[config.mk]
export PLATFORM = sky130hd
export DESIGN_NAME = prog_sequencer
export DESIGN_NICKNAME = d
export VERILOG_FILES = /design/src/rtl/prog_sequencer.sv
export SDC_FILE = /design/constraint.sdc
export NUM_CORES = 1
export LEC_CHECK = 0
export CAP_MARGIN = 20
export CORE_ASPECT_RATIO = 0.75
export CORE_MARGIN = 3
export CORE_UTILIZATION = 55
export CTS_CLUSTER_SIZE = 25
export DETAILED_ROUTE_END_ITERATION = 10
export PLACE_DENSITY = 0.81
export SYNTH_ARGS = -nofsm -noshare
export SYNTH_HDL_FRONTEND = slang
export SYNTH_SLANG_ARGS = --single-unit
[constraint.sdc]
create_clock -name CLK -period 3.2 [get_ports CLK]
set_input_delay 0.64 -clock CLK [delete_from_list [all_inputs] [get_ports CLK]]
set_output_delay 0.64 -clock CLK [all_outputs]
set_load 0.05 [all_outputs]
[src/rtl/prog_sequencer.sv]
// prog_sequencer: run controller for the instruction-fetch stage.
// Steps the fetch unit through programs 0..NUM_PROGS-1: one Init pulse per
// program, waits for Halt, records per-program and total RUN-cycle counts,
// then reports completion through a Done/Ack handshake.
// Optional watchdog: define SEQ_WATCHDOG_EN to end a program that runs for
// TIMEOUT cycles without Halt (Timeout flag is sticky until the next Start).
module prog_sequencer #(
   parameter int          NUM_PROGS = 3,
   parameter int          PS_W      = 2,
   parameter int          CNT_W     = 16,
   parameter int unsigned TIMEOUT   = 32'h0000FFFF
) (
   input  logic             CLK,
   input  logic             Reset_n,
   input  logic             Start,
   input  logic             Abort,
   input  logic             Halt,
   input  logic             Ack,
   output logic             Init,
   output logic [PS_W-1:0]  ProgState,
   output logic             Busy,
   output logic             ProgDone,
   output logic [CNT_W-1:0] LastCycles,
   output logic [CNT_W-1:0] TotalCycles,
   output logic             Done,
   output logic             Timeout
);

   localparam logic [2:0] S_IDLE   = 3'd0;
   localparam logic [2:0] S_INIT   = 3'd1;
   localparam logic [2:0] S_SETTLE = 3'd2;
   localparam logic [2:0] S_RUN    = 3'd3;
   localparam logic [2:0] S_RECORD = 3'd4;
   localparam logic [2:0] S_DONE   = 3'd5;

   localparam logic [CNT_W-1:0] CNT_MAX  = '1;
   localparam logic [PS_W-1:0]  LAST_IDX = PS_W'(NUM_PROGS - 1);

   logic [2:0]       state, state_nxt;
   logic [PS_W-1:0]  idx;
   logic [CNT_W-1:0] run_cnt, run_inc, tot_sum;
   logic [CNT_W:0]   tot_wide;
   logic             to_flag;
   logic             wd_hit;
   logic             abort_now;

   // Abort only has an effect once a run is underway; in IDLE Start still wins.
   assign abort_now = Abort && (state != S_IDLE);

   // Saturating run-counter increment and saturating running total.
   assign run_inc  = (run_cnt == CNT_MAX) ? run_cnt : run_cnt + 1'b1;
   assign tot_wide = {1'b0, TotalCycles} + {1'b0, run_cnt};
   assign tot_sum  = tot_wide[CNT_W] ? CNT_MAX : tot_wide[CNT_W-1:0];

`ifdef SEQ_WATCHDOG_EN
   localparam logic [CNT_W-1:0] TO_LIM = CNT_W'(TIMEOUT);
   // A real Halt in the limit cycle takes precedence, so no timeout then.
   assign wd_hit = (state == S_RUN) && !Halt && (run_inc == TO_LIM);
`else
   assign wd_hit = 1'b0;
`endif

   // Next-state selection; Abort overrides every other input.
   always_comb begin
      state_nxt = state;
      if (abort_now) begin
         state_nxt = S_IDLE;
      end else begin
         case (state)
            S_IDLE:   if (Start) state_nxt = S_INIT;
            S_INIT:   state_nxt = S_SETTLE;
            S_SETTLE: state_nxt = S_RUN;   // IF's Halt lags a cycle; ignore it here
            S_RUN:    if (Halt || wd_hit) state_nxt = S_RECORD;
            S_RECORD: state_nxt = (idx == LAST_IDX) ? S_DONE : S_INIT;
            S_DONE:   if (Ack) state_nxt = S_IDLE;
            default:  state_nxt = S_IDLE;
         endcase
      end
   end

   // State register.
   always_ff @(posedge CLK or negedge Reset_n) begin
      if (!Reset_n) state <= S_IDLE;
      else          state <= state_nxt;
   end

   // Program index, counters and watchdog flag; all held across an Abort.
   always_ff @(posedge CLK or negedge Reset_n) begin
      if (!Reset_n) begin
         idx         <= '0;
         run_cnt     <= '0;
         LastCycles  <= '0;
         TotalCycles <= '0;
         to_flag     <= 1'b0;
      end else if (!abort_now) begin
         case (state)
            S_IDLE: if (Start) begin
               idx         <= '0;
               TotalCycles <= '0;
               to_flag     <= 1'b0;
            end
            S_INIT: run_cnt <= '0;
            S_RUN: begin
               run_cnt <= run_inc;
               if (wd_hit) to_flag <= 1'b1;
            end
            S_RECORD: begin
               LastCycles  <= run_cnt;
               TotalCycles <= tot_sum;
               if (idx != LAST_IDX) idx <= idx + 1'b1;
            end
            default: ;
         endcase
      end
   end

   // Moore-style output decode; ProgDone is suppressed if aborted in RECORD.
   always_comb begin
      Init      = (state == S_INIT);
      Busy      = (state != S_IDLE) && (state != S_DONE);
      Done      = (state == S_DONE);
      ProgDone  = (state == S_RECORD) && !Abort;
      ProgState = '1;
      if (Busy) ProgState = idx;
   end

   assign Timeout = to_flag;

endmodule

==> run summary, run 1 <==
Mapped Cells = 367
Port bufs = 43
Cts bufs inserted = 5
First-pass GRT wire length = 12400 µm
Synth warn = 0
Antenna viol nets, final = 0
1st-iter DRT viols = 178
Vias in the first global route = 2579
CTS clock-pin slew for the worst setup and hold paths = 0.10 ns
Main synth FF type = dfrtp_1
Cts hold-fix bufs = 0
Clk root buf = clkbuf_8
Area leader, netlist = dfrtp_1
Arr. time, crit path = 2.29 ns
Floorplan core area = 5150 µm²
Pleak = 1.74 nW
Final Critical Period = 2.93 ns
WL per Instance = 14.9 µm
Htree depth = 2
CP Launch Type = register
Synth Net Count = 392
Clk_lat worst skew = 0.31 ns
Post-synth top cells = nand2_1, dfrtp_1, nor2_1, o21ai_0, xnor2_1
Crit Path Class = register to output port
WHS = 0.307 ns
Design area = 3680 µm²
Run status = complete, no violations
Worst slew margin = 0.509
Die W = 92.5 µm
Largest vdd supply drop = 418 µV
Number of I/O pins = 45
PwrDens = 417 nW/µm²
Post-route setup TNS = 0 ns
CP Capture Type = output port
Drt first pass iters = 4
Cell Area, Synth = 3090 µm²
Die footprint = 6560 µm²
Fmax = 341 MHz
HPWL after detailed placement = 5370 µm
Worst EP required = 2.56 ns
Row count = 22
TritonCTS clock tree = yes
Slew Limit Fails = 0
Post-CTS setup buffers = 0
RSZ-0062 raised after global routing = no
P&R area growth vs syn = 19.3%
FILL cells = 417
Synth Register Bits = 53
Ranking of synthesized cells by area = dfrtp_1, nand2_1, ha_1
Register area share after synthesis = 0.429
Skew final = 0.00894 ns
CP Max Fanout = 10
Min-Delay Path Class = input pin to async pin
Starting Density = 0.600
Total inserted antenna cells = 0
Max-Cap Viols = 0
Pre-CTS setup slack = 0.396 ns
Final Setup Violations = 0
Synth top area share = 0.429
Vias/cell = 5.60
Count leader, synth = nand2_1
Die Y-Extent = 70.9 µm
Post-CTS Resized = 0
Nets = 434
Max Buffers Root-to-Sink = 2
Total GRT Usage = 0.234
Initial antenna violation count = 0
RD Place Congestion = 0.912
Clock sink count = 53
Post-synthesis average cell area = 8.42 µm²
Post-Route WL = 7200 µm
Via count = 2698
Gr ovfl total = 0
Setup ws final = 0.266 ns
Slew @ Worst Pin = 0.736 ns
Largest net degree at the start of global routing = 31
Layout cells sized above 1 = 0.0463
Placed inst area = 3590 µm²
Fin crit share = 0.917
Area occupied by multi-input gates = 1670 µm²
Sequential standard cell area = 1330 µm²
Final hold violation count = 0
Post-synth EDFFs = 0
DRC = 0
Yosys cell types = 42
Asr flop ratio synth = 1.00
-- cell usage in the layout (no fill, tap or decap), types with 2 or more instances in the layout --
master           netlist  final
a211oi_1               4      4
a21o_1                 4      4
a21oi_1               18     18
a22oi_1                5      5
a31oi_1                4      4
and4_1                 2      2
buf_4                  3      6
clkbuf_8               0      5
clkdlybuf4s50_1        0     41
clkinvlp_4             0      3
dfrtp_1               53     53
ha_1                  18     18
inv_1                  7      7
nand2_1              103    103
nand2b_1               2      2
nand3_1               11     11
nand4_1                5      5
nor2_1                28     28
nor2b_1                5      5
nor3_1                10     10
nor4_1                 3      3
o2111ai_1              2      2
o211ai_1               5      5
o21ai_0               23     23
o21ai_1                2      2
xnor2_1               21     21
xor2_1                 3      3
-- critical path: stages (launching register included) --
cell and delay (ns):
dfrtp_1 0.50, nor2b_1 0.38, nor3_1 0.12, or2_2 0.28, clkdlybuf4s50_1 0.70
-- through the flow --
step | utilization | cells | power (W)
floorplan | - | 367 | 0.00103
global placement | 0.697 | 473 | 0.00115
detailed placement | 0.697 | 473 | 0.00116
CTS | 0.714 | 481 | 0.00154
global route | 0.716 | 482 | 0.00162
finish | 0.716 | 482 | 0.00153
-- final timing paths --
path / to / depth (start not counted) / startpoint / slack (ns)
worst max register to register: TotalCycles[9] / 8 / run_cnt[0] / 0.36
worst max-delay path: ProgState[1] / 4 / state[0] / 0.27
min in group CLK: LastCycles[9] / 2 / LastCycles[9] / 0.49
max in group asynchronous: run_cnt[10] / 2 / Reset_n / 2.11
worst min register to register: LastCycles[9] / 2 / LastCycles[9] / 0.49
worst min-delay path: TotalCycles[7] / 1 / Reset_n / 0.31
-- power breakdown --
part | switching [W] | internal, W
clock | 0.000229 | 0.000154
combinational | 0.000287 | 0.000129
sequential | 0.0000478 | 0.000689
-- layout make-up --
class                           count  area share
Clock inverter                      3     0.00611
Inverter                            7     0.00713
Multi-Input combinational cell    293       0.453
Sequential cell                    53       0.360
Tap cell                           72      0.0244
Timing Repair Buffer               49       0.130
Clock buffer                        5      0.0187
-- flip-flops by register name, indices dropped and copies added (netlist names) --
register     flops
LastCycles      16
run_cnt         16
idx              2
TotalCycles     16
state            3
-- cell families (layout without fill, tap and decap cells) --
group	count (synthesis)	count (layout)	share of synthesized area
AND/OR/NAND/NOR	175	175	0.244
AO/OA/AOI/OAI	74	74	0.148
flip-flops	53	53	0.429
XOR/XNOR	24	24	0.0680
buffers and inverters	21	64	0.0300
adder cells (fa/ha/maj)	19	19	0.0794
other	1	1	0.00121
-- metal layers --
| metal | up-vias | wire (µm) | track usage |
|---|---|---|---|
| met5 | - | 0 | 0 |
| met4 | 0 | 77 | 0.0593 |
| met3 | 7 | 377 | 0.0468 |
| met2 | 71 | 3190 | 0.352 |
| met1 | 1262 | 3560 | 0.347 |
| li1 | 1358 | - | - |
Note: power is estimated with default switching activity, not from simulation.
==> inputs of run 2 (changes only) <==
CORE_MARGIN = 2   (was 3)
==> run summary, run 2 (synthesis results as in run 1) <==
FILL cells = 447 (+7.2%)
Clk root buf = clkbuf_8
Largest vdd supply drop = 363 µV (-13%)
Area occupied by multi-input gates = 1670 µm² (unchanged)
Clk_lat worst skew = 0.30 ns (about the same)
Worst slew margin = 0.571 (+0.0621)
Commonest non-fill, non-tap cell in the layout = nand2_1
Fin crit share = 0.915 (-0.00175)
Post-route setup TNS = 0 ns (unchanged)
Placed Cells = 476 (+0.63%)
Row count = 23 (+4.5%)
PwrDens = 451 nW/µm² (+8.3%)
CP startpoint = state[0]
Critical-path top delay cell = clkdlybuf4s50_1
Post-Route WL = 7200 µm (-0.12%)
RD Place Congestion = 0.882 (-3.3%)
Top delay family on crit path = simple AND/OR/NAND/NOR gates
1st-iter DRT viols = 158 (-11%)
Post-CTS setup buffers = 0 (unchanged)
Antenna viol nets, final = 0 (unchanged)
Starting Density = 0.574 (-0.0261)
Setup ws final = 0.272 ns (+0.00561 ns)
Crit path cell chain = nor2b_1 -> nor3_1 -> or2_2 -> clkdlybuf4s50_1
Fmax = 341 MHz (+0.19%)
CP Max Fanout = 10 (unchanged)
Layout cells sized above 1 = 0.0463 (unchanged)
Vias in the first global route = 2555 (-0.93%)
Worst r2r src = run_cnt[0]
Htree depth = 2 (unchanged)
Clock sink count = 53 (unchanged)
Worst EP required = 2.56 ns (about the same)
Via count = 2687 (-0.41%)
Largest net degree at the start of global routing = 54 (+74%)
CTS clock-pin slew for the worst setup and hold paths = 0.09 ns (about the same)
Max stage delay on crit path = 0.70 ns (about the same)
Port bufs = 43 (unchanged)
Vias/cell = 5.54 (-1.0%)
Gr ovfl total = 0 (unchanged)
Total GRT Usage = 0.240 (+0.00658)
Initial antenna violation count = 0 (unchanged)
Min-Delay Path Class = input pin to async pin
Final Setup Violations = 0 (unchanged)
Die W = 90.5 µm (-2.2%)
Floorplan core area = 5380 µm² (+4.5%)
Slew @ Worst Pin = 0.643 ns (-0.0932 ns)
Final Non-Filler Cells = 485 (+0.62%)
Pleak = 1.77 nW (+1.8%)
Run status = complete, no violations
Drt first pass iters = 4 (unchanged)
Top flop regs = LastCycles x16, TotalCycles x16, run_cnt x16
Total inserted antenna cells = 0 (unchanged)
Buffers and inverters on the worst path = 1 (unchanged)
DRC = 0 (unchanged)
Final Critical Period = 2.93 ns (-0.00561 ns)
P&R area growth vs syn = 20.8%
Nets = 434 (unchanged)
Max-Cap Viols = 0 (unchanged)
Skew final = 0.00350 ns (-0.00545 ns)
Number of I/O pins = 45 (unchanged)
Cts bufs inserted = 5 (unchanged)
Post-layout util = 0.693 (-0.0225)
WL per Instance = 14.8 µm (-0.74%)
Worst R2R Path Depth = 8 (unchanged)
HPWL after detailed placement = 5230 µm (-2.6%)
Reg2Reg Capture Point = TotalCycles[9]
TritonCTS clock tree = yes
Die Y-Extent = 68.9 µm (-2.8%)
Max Buffers Root-to-Sink = 2 (unchanged)
CP Launch Type = register
Setup slack, reg-to-reg = 0.44 ns (+0.08 ns)
Crit Path Class = register to output port
Cts hold-fix bufs = 0 (unchanged)
Sequential standard cell area = 1330 µm² (unchanged)
Slew Limit Fails = 0 (unchanged)
Post-CTS Resized = 0 (unchanged)
Arr. time, crit path = 2.29 ns (about the same)
Pre-CTS setup slack = 0.482 ns (+0.0861 ns)
Die footprint = 6240 µm² (-4.9%)
RSZ-0062 raised after global routing = no
Final hold violation count = 0 (unchanged)
CP Capture Type = output port
Most frequent cells in the layout = nand2_1, dfrtp_1, clkdlybuf4s50_1
First-pass GRT wire length = 11800 µm (-4.9%)
run 2: cell count changes in the layout (fill, tap and decap cells not counted):
cell,change
bufinv_16,+2
clkinv_2,+1
clkinvlp_4,-3
run 2: cell type report:
| cell class | count | area share |
|---|---|---|
| Clock inverter | 3 | 0.0174 |
| Tap cell | 75 | 0.0252 |
| Inverter | 7 | 0.00704 |
| Multi-Input combinational cell | 293 | 0.448 |
| Clock buffer | 5 | 0.0184 |
| Timing Repair Buffer | 49 | 0.129 |
| Sequential cell | 53 | 0.355 |
run 2: where the power goes:
part,switching [W],internal (W),total [W]
Clock,0.000217,0.000311,0.000528
Sequential,0.0000493,0.000689,0.000738
Combinational,0.000288,0.000129,0.000416
Total,0.000554,0.00113,0.00168
run 2: how the worst max path moves through the flow:
stage                           end  depth (start not counted)
floorplan           TotalCycles[14]                          8
global placement    TotalCycles[14]                          8
detailed placement   TotalCycles[9]                          8
CTS                    ProgState[1]                          4
global route           ProgState[1]                          4
finish                 ProgState[1]                          4
run 2: through the flow:
stage          power, W  cell area (µm²)  hold WS (ns)
2_1_floorplan   0.00103             3090         0.344
3_3_place_gp    0.00115             3590         0.460
3_5_place_dp    0.00116             3590         0.463
4_1_cts         0.00169             3720         0.466
5_1_grt         0.00176             3730         0.515
6_report        0.00168             3730         0.444
run 2: per-layer routing:
metal / share of wire / global-route usage / vias up
li1: - / - / 1352
met1: 0.48 / 0.329 / 1250
met2: 0.45 / 0.388 / 79
met3: 0.064 / 0.0533 / 6
met4: 0.0081 / 0.0788 / 0
met5: 0 / 0 / -
==> inputs of run 3 (changes only) <==
SETUP_SLACK_MARGIN = 0.1   (was not set)
==> results of run 3 <==
Final layout, timing and power as in run 2 (identical DEF).
